**config.mk**
```make
export PLATFORM = sky130hd
export DESIGN_NAME = sequence_controller
export DESIGN_NICKNAME = d
export VERILOG_FILES = /design/src/rtl/sequence_controller.sv
export SDC_FILE = /design/constraint.sdc
export NUM_CORES = 1
export LEC_CHECK = 0
export CAP_MARGIN = 20
export CORE_AREA = 3 3 40 42
export DETAILED_ROUTE_END_ITERATION = 8
export DIE_AREA = 0 0 43 45
export HOLD_SLACK_MARGIN = 0.03
export PLACE_DENSITY = 0.52
export SYNTH_ARGS = -nofsm -noshare
export SYNTH_HDL_FRONTEND = slang
export SYNTH_SLANG_ARGS = --single-unit
```
**constraint.sdc**
```tcl
create_clock -name clk -period 1.35 [get_ports clk]
set_input_delay 0.27 -clock clk [delete_from_list [all_inputs] [get_ports clk]]
set_output_delay 0.27 -clock clk [all_outputs]
set_load 0.02 [all_outputs]
```
**src/rtl/sequence_controller.sv**
```systemverilog
// -----------------------------------------------------------------------------
// sequence_controller
//
// Control sequencer for a minimal 8-opcode accumulator CPU. A free-running
// 3-bit phase counter steps through the eight phases of every instruction
// (fetch, decode, operand fetch, execute/store). The current phase, the opcode
// and the ALU zero flag are decoded into the datapath/memory control strobes.
//
// Ports
//   clk            in   system clock, phase advances on the rising edge
//   reset          in   asynchronous, active-low; 0 forces phase 0
//   zero           in   accumulator-is-zero flag from the ALU
//   opcode[2:0]    in   opcode of the current instruction
//   current_state  out  current phase, 0..7
//   mem_rd         out  memory read enable
//   load_ir        out  load instruction register
//   halt           out  halt indication (the counter keeps running)
//   inc_pc         out  increment program counter
//   load_ac        out  load accumulator
//   load_pc        out  load program counter
//   mem_rw         out  memory write enable (1 = write)
// -----------------------------------------------------------------------------
module sequence_controller (
    input  logic       clk,
    input  logic       reset,
    input  logic       zero,
    input  logic [2:0] opcode,
    output logic [2:0] current_state,
    output logic       mem_rd,
    output logic       load_ir,
    output logic       halt,
    output logic       inc_pc,
    output logic       load_ac,
    output logic       load_pc,
    output logic       mem_rw
);

    typedef enum logic [2:0] {
        ST_INST_ADDR  = 3'd0,
        ST_INST_FETCH = 3'd1,
        ST_INST_LOAD  = 3'd2,
        ST_IDLE       = 3'd3,
        ST_OP_ADDR    = 3'd4,
        ST_OP_FETCH   = 3'd5,
        ST_ALU_OP     = 3'd6,
        ST_STORE      = 3'd7
    } state_t;

    localparam logic [2:0] OP_HLT = 3'd0;
    localparam logic [2:0] OP_SKZ = 3'd1;
    localparam logic [2:0] OP_ADD = 3'd2;
    localparam logic [2:0] OP_AND = 3'd3;
    localparam logic [2:0] OP_XOR = 3'd4;
    localparam logic [2:0] OP_LDA = 3'd5;
    localparam logic [2:0] OP_STO = 3'd6;
    localparam logic [2:0] OP_JMP = 3'd7;

    state_t r_state;
    state_t w_next_state;
    logic   w_aluop;

    // Opcodes that read an operand from memory and write the accumulator.
    assign w_aluop = (opcode == OP_ADD) || (opcode == OP_AND) ||
                     (opcode == OP_XOR) || (opcode == OP_LDA);

    // -------------------------------------------------------------------------
    // State register
    // -------------------------------------------------------------------------
    // NOTE: sequential state uses non-blocking assignments so every flop
    // samples pre-edge values regardless of block evaluation order.
    always_ff @(posedge clk or negedge reset) begin
        if (!reset) begin
            r_state <= ST_INST_ADDR;
        end else begin
            r_state <= w_next_state;
        end
    end

    // -------------------------------------------------------------------------
    // Next-state logic: unconditional step, 3-bit wrap takes 7 back to 0.
    // -------------------------------------------------------------------------
    always_comb begin
        w_next_state = state_t'(r_state + 3'd1);
    end

    // -------------------------------------------------------------------------
    // Output decode
    // -------------------------------------------------------------------------
    always_comb begin
        // NOTE: every output gets a default before the case so no path
        // leaves a strobe unassigned, which would infer a latch.
        mem_rd  = 1'b0;
        load_ir = 1'b0;
        halt    = 1'b0;
        inc_pc  = 1'b0;
        load_ac = 1'b0;
        load_pc = 1'b0;
        mem_rw  = 1'b0;

        unique case (r_state)
            ST_INST_ADDR: begin
            end
            ST_INST_FETCH: begin
                mem_rd = 1'b1;
            end
            ST_INST_LOAD, ST_IDLE: begin
                mem_rd  = 1'b1;
                load_ir = 1'b1;
            end
            ST_OP_ADDR: begin
                inc_pc = 1'b1;
                halt   = (opcode == OP_HLT);
            end
            ST_OP_FETCH: begin
                mem_rd = w_aluop;
            end
            ST_ALU_OP: begin
                mem_rd  = w_aluop;
                // SKZ skips the next instruction by a second PC increment.
                inc_pc  = (opcode == OP_SKZ) && zero;
                load_pc = (opcode == OP_JMP);
            end
            ST_STORE: begin
                mem_rd  = w_aluop;
                load_ac = w_aluop;
                inc_pc  = (opcode == OP_JMP);
                load_pc = (opcode == OP_JMP);
                mem_rw  = (opcode == OP_STO);
            end
            default: begin
            end
        endcase
    end

    assign current_state = r_state;

endmodule

```
# Word level (Yosys, flattened, before mapping)
# Cells that the tools add are included.
# word_totals
regBits,3
input_bits,6
output_inout_bits,10
wordCells,32
# classes
n_addsub,1
n_eq_ne,14
n_mux,7
n_reduce_logical,9
# ops
op,n
3-bit == test (second input constant),8
3-bit by 2-bit == test with 1-bit output (second input constant),4
3-bit by 1-bit == test with 1-bit output (second input constant),2
3-bit OR reduction,2
1-bit two-way mux,5
2-bit OR reduction,2
3-bit by 1-bit adder with 3-bit output (second input constant),1
3-bit zero test,1
1-bit logical OR,3
1-bit one-hot mux with 3 select lines,1
1-bit one-hot mux with 2 select lines,1
1-bit logical AND,1

# Depth between registers and ports, before layout
# Gate-level depths: netlist (run 1).
# logic_depth
ltp_word,5
depth_mapped,5
mapped_depth_nobuf,5

# Worst setup path before layout (run 1)
# Ideal clock, no wire load.
# synth_timing
kind,register -> output
startpoint,reg r_state[1] (netlist: current_state[1])
endpoint,out inc_pc
arrival_time_ns,1.568
t_required_ns,1.080
setup_slack_ns,-0.488
stages_incl_launch_ff,6
path_buffers,0
cell_sequence,dfrtp_1 -> ha_1 -> ha_1 -> and3_2 -> a31oi_1 -> o21ai_0
# synth_via
elab_chain_len,2
word_cells_on_any_way,4
# synth_lines
element,line_no,rtl
"start, declared",58,state_t r_state;
"start signal, assigned",75,r_state <= w_next_state;
3-bit == test,100,unique case (r_state)
1-bit one-hot mux with 3 select lines *,100,
"end, declared",32,"output logic inc_pc,"
# Mark *: on every way between the ends. The rest lies on a longest branch, timed or not.

# Final worst setup path (run 1)
# layout_timing
startpoint,reg r_state[0] (netlist: current_state[0])
endpoint,out mem_rd
# layout_via
elab_chain_len,3
word_cells_on_any_way,9
# layout_lines
element,line_no,rtl
"3-bit == test, or another cell as far along",100,
3-bit OR reduction (no line),--,
1-bit one-hot mux with 2 select lines *,100,
"end, declared",29,"output logic mem_rd,"
# Marks and branches as above.

==> metrics.yaml, run 1 <==
synth_area_per_cell_sq_um: 9.134
p_sw_frac: 0.2380
final_critical_path_setup_slack_ns: -0.4562
worst_setup_path_end_kind: "primary output"
max-cap-violations: 0
gr-total-overflow: 0
hold_path.class: "in2async"
num_vias: 328
cp.arrival_ns: 1.54
cts_inserted_buffers: 3
fill_cells: 125
max_freq_ghz: 0.5536
setup.worst_path.class: "reg2out"
synth_cells: 30
violations: "setup timing"
slew_headroom: 0.8253
rsz0062_at_grt: "yes"
relative_contribution_of_sequential_cells_to_total_power: 0.309
skew_ns: 0.002210
number_of_global_route_vias_before_repair: 376
number_of_flip_flops_under_the_largest_register_name: 3
drt_via_density: 4.260
globalplace.congestion: 0.8253
max_slew.worst_pin.slew_ns: 0.2620
power.ir.vdd_worst_uv: 354.1
crit_required_ns: 1.08
layout_worst_path_cycle_share: 1.338
antenna-diode-count: 0
use_met2: 0.2216
total_switching_power_mw: 0.06967
syn_nets: 43
synthToLayoutAreaGrowth_pct: 153.9
syn-cell-area_sq_um: 274.0
cts_max_level: 1
grt_busiest_layer: "met2"
routed_wirelength_microns: 993
synth.ff_latch_count: 3
cts_hold_buf: 0
final_standard_cell_count_with_taps_included_and_fillers_excluded: 77
dp_hpwl_microns: 730.1
ys_warn_count: 0
finish.net_count: 76
drv_slew: 0
critPathMostFrequentCell: "sky130_fd_sc_hd__ha_4"
synth_seq_area_share: 0.2740
groute.layer.met1.usage: 0.1044
status: "complete, but fails checks"
finalPower_mw: 0.2927
power-per-cell-area_nw_per_um2: 420.8
worst-path-max-fanout: 4
die-area_sq_um: 1935
placed_cells_incl_taps: 70
dieHeight_microns: 45
clockRootBuffer: "sky130_fd_sc_hd__clkbuf_4"
synth_cell_types: 15
ctsLongestPathBuffers: 2
placement.io_buffers: 15
clock-sinks: 3
cellInternalPower_mw: 0.2230
first_pass_grt_wire_length_mm: 1.600
die-width_microns: 43
boundaryPins: 16
drc: 0
crit_chain: "ha_4, ha_4, a2111oi_4, nor2_2, buf_2"
number_of_nets_still_failing_antenna_checks_after_routing: 0
tritoncts: "built"
worstSkewPairLatency_ns: 0.23
power.combinational.fraction: 0.157
grt_antenna_before_repair: 0
critPathSlowestCell: "sky130_fd_sc_hd__dfrtp_2"
wl_per_cell_microns: 12.90
clkTransAtPathRegs_ns: 0.04
groute.layer.met3.usage: 0.03586
start_util: 0.2132
drtIter0Drc: 2
power.clock.fraction: 0.534
final-hold-violation-count: 0
ranking_of_synthesized_cells_by_area: "sky130_fd_sc_hd__ha_1 (32%), sky130_fd_sc_hd__dfrtp_1 (27%), sky130_fd_sc_hd__a2111oi_2 (5.5%)"
count_of_endpoints_failing_setup_in_the_final_report: 7
proportion_of_netlist_area_held_by_the_largest_area_contributor: 0.3196
grt.total_usage: 0.1177
timing.critical_path.slowest_cell_delay_ns: 0.44
fp-row-count: 13
synth_top_area_cell: "sky130_fd_sc_hd__ha_1"
layout_min_cycle_time_ns: 1.806
grt_start_max_net_pins: 5
p_leak_nw: 0.3078
drive_gt1_frac: 0.7419
firstDrtPassIters: 2
critical_path.startpoint_type: "flop"
core-area_sq_um: 1285
-- power groups by stage --
stage	clock, mW	sequential, mW	combinational [mW]
CTS	0.166	0.0903	0.0437
global placement	0	0.0915	0.0408
global route	0.179	0.0902	0.0490
finish	0.156	0.0904	0.0460
detailed placement	0	0.0915	0.0425
floorplan	0	0.0915	0.00687
-- through the flow --
stage | setup TNS [ns] | cell area (sq um) | setup WS [ns] | hold WS (ns) | util
3_3_place_gp | -4.781 | 601.8 | -0.8722 | 0.4643 | 0.4684
2_1_floorplan | -0.3295 | 357.8 | -0.1436 | -0.02559 | -
5_1_grt | -2.399 | 695.7 | -0.5338 | 0.2060 | 0.5414
6_report | -1.904 | 695.7 | -0.4562 | 0.2212 | 0.5414
3_5_place_dp | -4.926 | 601.8 | -0.9118 | 0.4676 | 0.4684
4_1_cts | -1.932 | 648.1 | -0.4592 | 0.2145 | 0.5044
-- path summary, 6_finish.rpt --
kind | startpoint | end | slack, ns | depth (start not counted)
min | reset | current_state[1] | 0.22 | 1
max in group asynchronous | reset | current_state[0] | 0.97 | 1
min in group clk | current_state[0] | current_state[0] | 0.64 | 2
max | current_state[0] | mem_rd | -0.46 | 5
min reg2reg | current_state[0] | current_state[0] | 0.64 | 2
max reg2reg | current_state[0] | current_state[2] | 0.30 | 3
-- Yosys cell counts --
cell type / n
sky130_fd_sc_hd__nor2_1: 4
sky130_fd_sc_hd__a31oi_1: 1
sky130_fd_sc_hd__nand3_1: 1
sky130_fd_sc_hd__ha_1: 7
sky130_fd_sc_hd__nor3b_1: 1
sky130_fd_sc_hd__nand2_1: 2
sky130_fd_sc_hd__nor4_1: 1
sky130_fd_sc_hd__xor2_1: 1
sky130_fd_sc_hd__nor3_1: 1
sky130_fd_sc_hd__and2_2: 1
sky130_fd_sc_hd__o21ai_0: 1
sky130_fd_sc_hd__dfrtp_1: 3
sky130_fd_sc_hd__and3_2: 1
sky130_fd_sc_hd__inv_1: 4
sky130_fd_sc_hd__a2111oi_2: 1
-- critical path: cells and delay by family, from the launching register on --
| family | cells | cell delay, ns |
|---|---|---|
| flip-flops | 1 | 0.44 |
| adder cells (fa/ha/maj) | 2 | 0.37 |
| AO/OA/AOI/OAI | 1 | 0.29 |
| buffers and inverters | 1 | 0.16 |
| AND/OR/NAND/NOR | 1 | 0.05 |
-- cell usage in the layout, fill, tap and decap left out, drive strengths merged --
| cell | n |
|---|---|
| dlygate4sd2 | 4 |
| a31oi | 1 |
| and2 | 1 |
| nor3 | 1 |
| a2111oi | 1 |
| buf | 22 |
| nor2 | 4 |
| nand3 | 1 |
| and3 | 1 |
| xor2 | 1 |
| dfrtp | 3 |
| ha | 7 |
| nor4 | 1 |
| nand2 | 2 |
| clkdlybuf4s50 | 2 |
| inv | 4 |
| clkbuf | 4 |
| o21ai | 1 |
| nor3b | 1 |
-- logic make-up after synthesis --
family	count (synthesis)	synth area share
AOI/OAI and AO/OA	3	0.09587
xor gates and xnor gates	1	0.03197
adders and majority gates	7	0.3196
buffers and inverters	4	0.05478
DFF	3	0.2740
and+or+nand+nor	12	0.2237
-- what timing repair did --
| item | 4_1_cts | 5_1_grt |
|---|---|---|
| setup endpoints to repair | 10 | 8 |
| pin swaps | 2 | 0 |
| gates resized for setup | 54 | 11 |
| gates cloned | 0 | 0 |
| setup buffers | 2 | 1 |
-- cell type report --
cell class | instances | area (sq um) | share of cell area
Clock buffer | 4 | 26.28 | 0.03777
Inverter | 4 | 15.01 | 0.02158
Multi-Input combinational cell | 23 | 319.1 | 0.4586
Sequential cell | 3 | 78.83 | 0.1133
Tap cell | 15 | 18.77 | 0.02698
Timing Repair Buffer | 28 | 237.7 | 0.3417
-- per-layer routing --
layer,routed length (microns),up-vias
met5,0,-
met4,0,0
met3,54,0
met2,576,14
met1,361,151
li1,-,163
(Power assumes the default switching activity.)
==> run 2: changes to the inputs <==
- PLACE_DENSITY: 0.52 -> 0.5
- clock period: 1.35 -> 2.07 ns (I/O delays scaled with it)
==> run 2 against run 1 <==
The run now ends clean. Clock-buffer cell count stayed put. Register-to-register slack gained 0.79 ns. Clock power fell by 35%. Sequential power fell by 35%. Cell count decreased by 2.6%. Global-route usage shrank 3.1 points. Total power down 38%. Critical path depth grew 1. Cell area fell by 19%. Wire length decreased by 28%. Worst hold slack better by 0.14 ns. Largest cell class is now non-clock buffers.
==> metrics.yaml, run 2 (same netlist as run 1, synthesis figures left out) <==
power-per-cell-area_nw_per_um2: 319.4  # was 420.8 nW/um^2
clock-sinks: 3  # unchanged
worstSkewPairLatency_ns: 0.23  # about the same
slew_headroom: 0.8463  # was 0.8253
cts_max_level: 1  # unchanged
layout_min_cycle_time_ns: 1.992
globalplace.congestion: 0.6941  # was 0.8253
cts_inserted_buffers: 3  # unchanged
num_vias: 301  # was 328
whs_ns: 0.3653  # was 0.2212 ns
number_of_flip_flops_under_the_largest_register_name: 3  # unchanged
skew_ns: 0.0003351  # was 0.002210 ns
timing.rr.end: "current_state[2]"  # unchanged
power.clock.fraction: 0.560  # was 0.534
drv_slew: 0  # unchanged
drtIter0Drc: 0  # was 2
tritoncts: "built"  # unchanged
cp.arrival_ns: 1.58  # was 1.54 ns
status: "complete, no violations"  # was complete, but fails checks
die-area_sq_um: 1935  # unchanged
drt_via_density: 4.013  # was 4.260
p_sw_frac: 0.2108  # was 0.2380
placement.io_buffers: 15  # unchanged
dp_hpwl_microns: 564.3  # was 730.1 microns
grt_start_max_net_pins: 6  # was 5
crit_required_ns: 1.66  # was 1.08 ns
drive_gt1_frac: 0.4167  # was 0.7419
detailed_place.area_sq_um: 525.5  # was 601.8 sq um
power.ir.vdd_worst_uv: 183.0  # was 354.1 uV
synthToLayoutAreaGrowth_pct: 105.9  # was 153.9%
wl_per_cell_microns: 9.467  # was 12.90 microns
layout_worst_path_cycle_share: 0.9622
most-common-layout-cells: "sky130_fd_sc_hd__buf_4 (12), sky130_fd_sc_hd__clkdlybuf4s50_1 (6), sky130_fd_sc_hd__ha_1 (5), sky130_fd_sc_hd__nor2_1 (4)"  # was sky130_fd_sc_hd__buf_4 (14), sky130_fd_sc_hd__buf_6 (6), sky130_fd_sc_hd__dlygate4sd2_1 (4)
worst_setup_path_end_kind: "primary output"  # unchanged
fp-row-count: 13  # unchanged
core-area_sq_um: 1285  # unchanged
dieHeight_microns: 45  # unchanged
grt_antenna_before_repair: 0  # unchanged
cellInternalPower_mw: 0.1422  # was 0.2230 mW
finish.net_count: 74  # was 76
total_switching_power_mw: 0.03800  # was 0.06967 mW
critical_path.startpoint_type: "flop"  # unchanged
fill_cells: 139  # was 125
clkTransAtPathRegs_ns: 0.04  # about the same
worstSetupEndpoint: "inc_pc"  # was mem_rd
post_cts_buffers: 0  # was 2
number_of_global_route_vias_before_repair: 312  # was 376
layout.cells.most_common: "sky130_fd_sc_hd__buf_4"  # unchanged
worstReg2RegStart: "current_state[0]"  # unchanged
grt.total_usage: 0.08681  # was 0.1177
setup.worst_path.class: "reg2out"  # unchanged
gr-total-overflow: 0  # unchanged
worst_setup_path_startpoint: "current_state[0]"  # unchanged
finalPower_mw: 0.1802  # was 0.2927 mW
p_leak_nw: 0.3020  # was 0.3078 nW
worst-path-max-fanout: 3  # was 4
max_freq_ghz: 0.5021
clockRootBuffer: "sky130_fd_sc_hd__clkbuf_4"  # unchanged
max_slew.worst_pin.slew_ns: 0.2306  # was 0.2620 ns
antenna-diode-count: 0  # unchanged
fin_area_sq_um: 564.3  # was 695.7 sq um
fin_util: 0.4391  # was 0.5414
start_util: 0.2132  # unchanged
reg2reg_depth: 3  # unchanged
relative_contribution_of_sequential_cells_to_total_power: 0.327  # was 0.309
firstDrtPassIters: 1  # was 2
power.combinational.fraction: 0.113  # was 0.157
rsz0062_at_grt: "yes"  # unchanged
hold_path.class: "in2async"  # unchanged
routed_wirelength_microns: 710  # was 993 microns
die-width_microns: 43  # unchanged
boundaryPins: 16  # unchanged
number_of_nets_still_failing_antenna_checks_after_routing: 0  # unchanged
first_pass_grt_wire_length_mm: 1.200  # was 1.600 mm
max-cap-violations: 0  # unchanged
drc: 0  # unchanged
count_of_endpoints_failing_setup_in_the_final_report: 0  # was 7
rrSetupSlack_ns: 1.09  # was 0.30 ns
final-hold-violation-count: 0  # unchanged
ctsLongestPathBuffers: 2  # unchanged
## run 2: cell count changes in the layout (fill, tap and decap cells not counted), sizes merged
cell and change:
buf -8, clkdlybuf4s15 +2, clkdlybuf4s50 +4, dlygate4sd2 -1, dlymetal6s2s +1
## run 2: worst min path at each step
| stage | endpoint | cells past startpoint |
|---|---|---|
| CTS | current_state[1] | 1 |
| global placement | current_state[0] | 2 |
| finish | current_state[1] | 1 |
| detailed placement | current_state[0] | 2 |
| global route | current_state[1] | 1 |
| floorplan | current_state[0] | 0 |
## run 2: through the flow
step	std cells	setup TNS (ns)	setup WS, ns
CTS	75	0	0.001538
floorplan	30	0	0.08789
finish	75	0	0.07829
detailed placement	71	-1.906	-0.4249
global placement	71	-1.869	-0.4010
global route	75	-0.06649	-0.03555
## run 2: worst max-delay path, stage by stage, from the launching register on
cell,delay [ns]
sky130_fd_sc_hd__dfrtp_1,0.37
sky130_fd_sc_hd__ha_2,0.20
sky130_fd_sc_hd__ha_1,0.18
sky130_fd_sc_hd__and3_2,0.20
sky130_fd_sc_hd__a31oi_1,0.15
sky130_fd_sc_hd__o21ai_1,0.09
sky130_fd_sc_hd__buf_2,0.16
## run 2: power groups by stage
| stage | clock [mW] | combinational (mW) | sequential (mW) |
|---|---|---|---|
| after floorplan | 0 | 0.00337 | 0.0597 |
| after global placement | 0 | 0.0198 | 0.0597 |
| after detailed placement | 0 | 0.0198 | 0.0597 |
| after CTS | 0.108 | 0.0199 | 0.0590 |
| after global routing | 0.110 | 0.0222 | 0.0589 |
| final | 0.101 | 0.0204 | 0.0590 |
## run 2: repair_timing
action / CTS / global route
resized for setup: 23 / 8
hold buffers: 0 / 0
endpoints found under the setup margin: 6 / 4
pin swaps: 0 / 2
## run 2: area by class of cell
class | instances | area (sq um) | share of cell area
clock buffers | 4 | 26.28 | 0.04656
well taps | 15 | 18.77 | 0.03326
flip-flops and latches | 3 | 75.07 | 0.1330
inverters | 4 | 15.01 | 0.02661
multi-input cells | 23 | 209.0 | 0.3703
repair buffers | 26 | 220.2 | 0.3902
## run 2: routing by layer
metal  track usage  vias up  routed length, microns
met5             0        -                       0
li1              -      161                       -
met4       0.09036        0                       0
met1       0.09709      130                     301
met2        0.1228       10                     347
met3       0.03187        0                      62
==> run 3: changes to the inputs <==
- TNS_END_PERCENT: not set -> 20
==> run 3 against run 2 <==
Critical path depth unchanged. Highest routed layer unchanged. Largest cell class unchanged. Critical endpoint unchanged. Sequential share of layout area increased by 0.49 points. Wire length decreased by 4.2%.
==> metrics.yaml, run 3 (same netlist as run 1, synthesis figures left out) <==
status: "complete, no violations"  # unchanged
drt_via_density: 3.987  # was 4.013
p_leak_nw: 0.3084  # was 0.3020 nW
hold_path.class: "in2async"  # unchanged
first_pass_grt_wire_length_mm: 1.214  # was 1.200 mm
final_critical_path_setup_slack_ns: 0.07761  # was 0.07829 ns
number_of_flip_flops_under_the_largest_register_name: 3  # unchanged
gr-total-overflow: 0  # unchanged
crit_chain: "ha_2, ha_1, and3_2, a31oi_1, o21ai_1, buf_2"  # unchanged
worst-path-max-fanout: 3  # unchanged
power.clock.fraction: 0.562  # was 0.560
layout_min_cycle_time_ns: 1.992  # about the same
drv_slew: 0  # unchanged
synthToLayoutAreaGrowth_pct: 98.63  # was 105.9%
drc: 0  # unchanged
rsz0062_at_grt: "yes"  # unchanged
relative_contribution_of_sequential_cells_to_total_power: 0.329  # was 0.327
max_slew.worst_pin.slew_ns: 0.2644  # was 0.2306 ns
cts_hold_buf: 0  # unchanged
detailed_place.area_sq_um: 525.5  # unchanged
whs_ns: 0.3653  # unchanged
critPathSlowestCell: "sky130_fd_sc_hd__dfrtp_1"  # unchanged
worst_path_dominant_cell_family: "adder cells"  # unchanged
layout.cells.most_common: "sky130_fd_sc_hd__buf_4"  # unchanged
fin_area_sq_um: 544.3  # was 564.3 sq um
rrSetupSlack_ns: 1.09  # about the same
antenna-diode-count: 0  # unchanged
die-width_microns: 43  # unchanged
clock-sinks: 3  # unchanged
worstReg2RegStart: "current_state[0]"  # unchanged
number_of_nets_still_failing_antenna_checks_after_routing: 0  # unchanged
grt_start_max_net_pins: 6  # unchanged
die-area_sq_um: 1935  # unchanged
core-area_sq_um: 1285  # unchanged
post_cts_buffers: 0  # unchanged
drive_gt1_frac: 0.3667  # was 0.4167
worst_setup_path_end_kind: "primary output"  # unchanged
firstDrtPassIters: 2  # was 1
power.ir.vdd_worst_uv: 176.8  # was 183.0 uV
clkTransAtPathRegs_ns: 0.04  # about the same
layout_worst_path_cycle_share: 0.9625  # was 0.9622
fp-row-count: 13  # unchanged
crit_required_ns: 1.66  # about the same
cp.arrival_ns: 1.58  # about the same
timing.rr.end: "current_state[2]"  # unchanged
worstSkewPairLatency_ns: 0.23  # about the same
cellInternalPower_mw: 0.1422  # about the same
max-cap-violations: 0  # unchanged
tritoncts: "built"  # unchanged
ctsLongestPathBuffers: 2  # unchanged
drtIter0Drc: 3  # was 0
placed_cells_incl_taps: 71  # unchanged
post_cts_resize_count: 12  # was 23
slew_headroom: 0.8234  # was 0.8463
final_standard_cell_count_with_taps_included_and_fillers_excluded: 75  # unchanged
post-place-ws_ns: -0.4249  # unchanged
most-common-layout-cells: "sky130_fd_sc_hd__buf_4 (11), sky130_fd_sc_hd__ha_1 (6), sky130_fd_sc_hd__clkdlybuf4s50_1 (6)"  # was sky130_fd_sc_hd__buf_4 (12), sky130_fd_sc_hd__clkdlybuf4s50_1 (6), sky130_fd_sc_hd__ha_1 (5), sky130_fd_sc_hd__nor2_1 (4)
timing.critical_path.slowest_cell_delay_ns: 0.37  # about the same
total_switching_power_mw: 0.03716  # was 0.03800 mW
skew_ns: 0.0003351  # unchanged
final-hold-violation-count: 0  # unchanged
cts_max_level: 1  # unchanged
cts_inserted_buffers: 3  # unchanged
wl_per_cell_microns: 9.067  # was 9.467 microns
reg2reg_depth: 3  # unchanged
dp_hpwl_microns: 564.3  # unchanged
globalplace.congestion: 0.6941  # unchanged
multiInputGateArea_sq_um: 193.9  # was 209.0 sq um
grt_antenna_before_repair: 0  # unchanged
finalPower_mw: 0.1794  # was 0.1802 mW
grt.total_usage: 0.08765  # was 0.08681
power-per-cell-area_nw_per_um2: 329.6  # was 319.4 nW/um^2
power.combinational.fraction: 0.109  # was 0.113
final-seq-area_sq_um: 75.07  # unchanged
routed_wirelength_microns: 680  # was 710 microns
p_sw_frac: 0.2072  # was 0.2108
count_of_endpoints_failing_setup_in_the_final_report: 0  # unchanged
start_util: 0.2132  # unchanged
number_of_global_route_vias_before_repair: 317  # was 312
critPathBufInv: 1  # unchanged
placement.io_buffers: 15  # unchanged
setup.worst_path.class: "reg2out"  # unchanged
critical_path.startpoint_type: "flop"  # unchanged
clockRootBuffer: "sky130_fd_sc_hd__clkbuf_4"  # unchanged
crit_cells: 6  # unchanged
fill_cells: 139  # unchanged
dieHeight_microns: 45  # unchanged
finish.net_count: 74  # unchanged
max_freq_ghz: 0.5019  # was 0.5021 GHz
num_vias: 299  # was 301
boundaryPins: 16  # unchanged
==> run 3: worst reg2reg max path, cell delays in order, from the launching register on <==
cell                      delay [ns]
sky130_fd_sc_hd__dfrtp_1        0.37
sky130_fd_sc_hd__ha_2           0.20
sky130_fd_sc_hd__ha_1           0.27
sky130_fd_sc_hd__inv_1          0.03
==> run 3: routing by layer <==
metal,GRT usage,up-vias,part of all wire
met4,0.09036,0,0
met5,0,-,0
met2,0.1228,10,0.47
met3,0.03187,0,0.091
met1,0.09951,128,0.44
li1,-,161,-
==> run 3: worst max-delay path by stage <==
stage / start / slack [ns] / to
floorplan: current_state[1] / 0.09 / inc_pc
global placement: opcode[1] / -0.40 / mem_rd
global route: current_state[1] / -0.04 / inc_pc
CTS: current_state[0] / -0.14 / inc_pc
detailed placement: opcode[1] / -0.42 / mem_rd
finish: current_state[0] / 0.08 / inc_pc
==> run 3: power groups by stage <==
| stage | clock (mW) | sequential [mW] | combinational (mW) |
|---|---|---|---|
| after floorplan | 0 | 0.0597 | 0.00337 |
| after global placement | 0 | 0.0597 | 0.0198 |
| after detailed placement | 0 | 0.0597 | 0.0198 |
| after CTS | 0.108 | 0.0590 | 0.0199 |
| after global routing | 0.110 | 0.0589 | 0.0213 |
| final | 0.101 | 0.0590 | 0.0196 |
==> run 3: cell type report <==
cell class                      count  area share
Tap cell                           15     0.03448
Clock buffer                        4     0.04828
Inverter                            4     0.02759
Sequential cell                     3      0.1379
Multi-Input combinational cell     23      0.3563
Timing Repair Buffer               26      0.3954
==> run 3: stage by stage <==
step | utilization | setup TNS [ns]
3_5_place_dp | 0.4090 | -1.906
5_1_grt | 0.4236 | -0.05317
2_1_floorplan | - | 0
3_3_place_gp | 0.4090 | -1.869
6_report | 0.4236 | 0
4_1_cts | 0.4304 | -0.2224
==> patch: new RTL, flow settings as in run 2 <==
Add an input register stage for `zero` and `opcode`; this delays them by one clock.
--- a/src/rtl/sequence_controller.sv
+++ b/src/rtl/sequence_controller.sv
@@ -56,4 +56,12 @@
     localparam logic [2:0] OP_JMP = 3'd7;
 
+    logic zero_q;
+    logic [2:0] opcode_q;
+
+    always_ff @(posedge clk) begin
+        zero_q   <= zero;
+        opcode_q <= opcode;
+    end
+
     state_t r_state;
     state_t w_next_state;
@@ -61,6 +69,6 @@
 
     // Opcodes that read an operand from memory and write the accumulator.
-    assign w_aluop = (opcode == OP_ADD) || (opcode == OP_AND) ||
-                     (opcode == OP_XOR) || (opcode == OP_LDA);
+    assign w_aluop = (opcode_q == OP_ADD) || (opcode_q == OP_AND) ||
+                     (opcode_q == OP_XOR) || (opcode_q == OP_LDA);
 
     // -------------------------------------------------------------------------
@@ -110,5 +118,5 @@
             ST_OP_ADDR: begin
                 inc_pc = 1'b1;
-                halt   = (opcode == OP_HLT);
+                halt   = (opcode_q == OP_HLT);
             end
             ST_OP_FETCH: begin
@@ -118,13 +126,13 @@
                 mem_rd  = w_aluop;
                 // SKZ skips the next instruction by a second PC increment.
-                inc_pc  = (opcode == OP_SKZ) && zero;
-                load_pc = (opcode == OP_JMP);
+                inc_pc  = (opcode_q == OP_SKZ) && zero_q;
+                load_pc = (opcode_q == OP_JMP);
             end
             ST_STORE: begin
                 mem_rd  = w_aluop;
                 load_ac = w_aluop;
-                inc_pc  = (opcode == OP_JMP);
-                load_pc = (opcode == OP_JMP);
-                mem_rw  = (opcode == OP_STO);
+                inc_pc  = (opcode_q == OP_JMP);
+                load_pc = (opcode_q == OP_JMP);
+                mem_rw  = (opcode_q == OP_STO);
             end
             default: begin
Formal check against the unedited RTL: not equivalent (Yosys sat finds a counterexample within 10 cycles, from zero or initial values and one cycle with reset low).
==> patch against run 2 <==
- area after synthesis is 29% higher
- sequential power increased by 140%
- global-route usage down 0.39 points
- sequential cell count rose by 4
- setup slack worse by 15 ps
- total power rose by 52%
- wire length down 4.4%
- design area rose by 1.6%
- register-to-register slack got worse by 30 ps
- largest power group is now sequential cells
- highest routed layer unchanged
==> patch: results (changes against run 2) <==
[synthesis]
synth_compound_area_share_pct = 7.42  ; -2.2 points
synth_fp_nets = 47  ; +9.3%
synth.area.top_cells = ha_1 (25%), dfxtp_1 (23%), dfrtp_1 (21%), a2111oi_2 (4.2%), inv_1 (4.2%)
syn-instance-count = 34  ; +13%
synth_xor_area_share_pct = 2.47  ; -0.72 points
synthArstFlopShare_pct = 42.9  ; -57 points
synth.yosys.seq_area_share_pct = 43.8  ; +16 points
synth_commonest_cells = ha_1 (7), dfxtp_1 (4), inv_1 (4), nor2_1 (4), dfrtp_1 (3)
post_synth_num_cell_types = 16  ; +1
ys.flop_type = dfxtp_1

[cells_and_area]
final_layout_size_suffix_gt1_share_pct = 26.3  ; -15 points
nNetsFinal = 71  ; -4.1%
stdcell_count = 72  ; -4.0%
fillers = 136  ; -2.2%

[grt]
grtUsageMet1_pct = 8.82  ; -0.89 points
grt_pass1_wl_um = 1170  ; -2.8%
grt_pass1_vias = 305  ; -2.2%
use_met2_pct = 13.2  ; +0.90 points
grtUsageMet3_pct = 1.59  ; -1.6 points
track_usage_pct = 8.29  ; -0.39 points

[place]
postPlaceCellArea_um2 = 553  ; +5.2%
gp_congestion = 0.667  ; -4.0%
numPlacedInstances = 68  ; -4.2%
dp_hpwl_um = 602  ; +6.7%

[critical_path]
critPathTopFamily = flip-flops
reg2reg_slack_ps = 1060  ; -30 ps

[pwr]
peakVddDrop_v = 0.000248  ; +35%
power.switching_mw = 0.0512  ; +35%
p_seq_share_pct = 52.6  ; +20 points
leakagePower_nw = 0.281  ; -7.0%
pwr-share-clk_pct = 42.1  ; -14 points

[timing]
worst_pin_slew_ps = 363  ; +132 ps
fin_hold_ws_ps = 351  ; -14.3 ps
skew_ps = 0.0355  ; -0.300 ps

[route]
wl_met1_um = 268  ; -11%
routed_via_density = 4.25  ; +5.9%
detail_route.wl_per_cell_um = 9.43  ; -0.38%
met3_length_um = 39  ; -37%

[outcome]
status = finished, final reports clean

[cts]
clock_latency_ps = 240

[patch: cell count changes in the layout (fill, tap and decap cells not counted), sizes merged, moves of 2 or more]
cell and change:
clkdlybuf4s50 +4, dfxtp +4, dlygate4sd2 -2, clkdlybuf4s15 -2, clkbuf +3, buf -9
[patch: area by class of cell]
type	count	share of cell area [%]
Inverter	4	2.62
Clock buffer	4	4.59
Multi-Input combinational cell	23	34.7
Timing Repair Buffer	19	27.7
Tap cell	15	3.28
Sequential cell	7	27.1
[patch: what timing repair did]
item | in CTS | in global routing
cloned | 0 | 0
hold endpoints to repair | 0 | 0
pin swaps | 0 | 0
gates resized for setup | 10 | 9
setup endpoints to repair | 5 | 4
[patch: per-stage QoR]
stage | utilization, % | power [mW]
global route | 44.6 | 0.287
floorplan | - | 0.149
detailed placement | 43.0 | 0.160
CTS | 44.5 | 0.282
finish | 44.6 | 0.274
global placement | 43.0 | 0.160
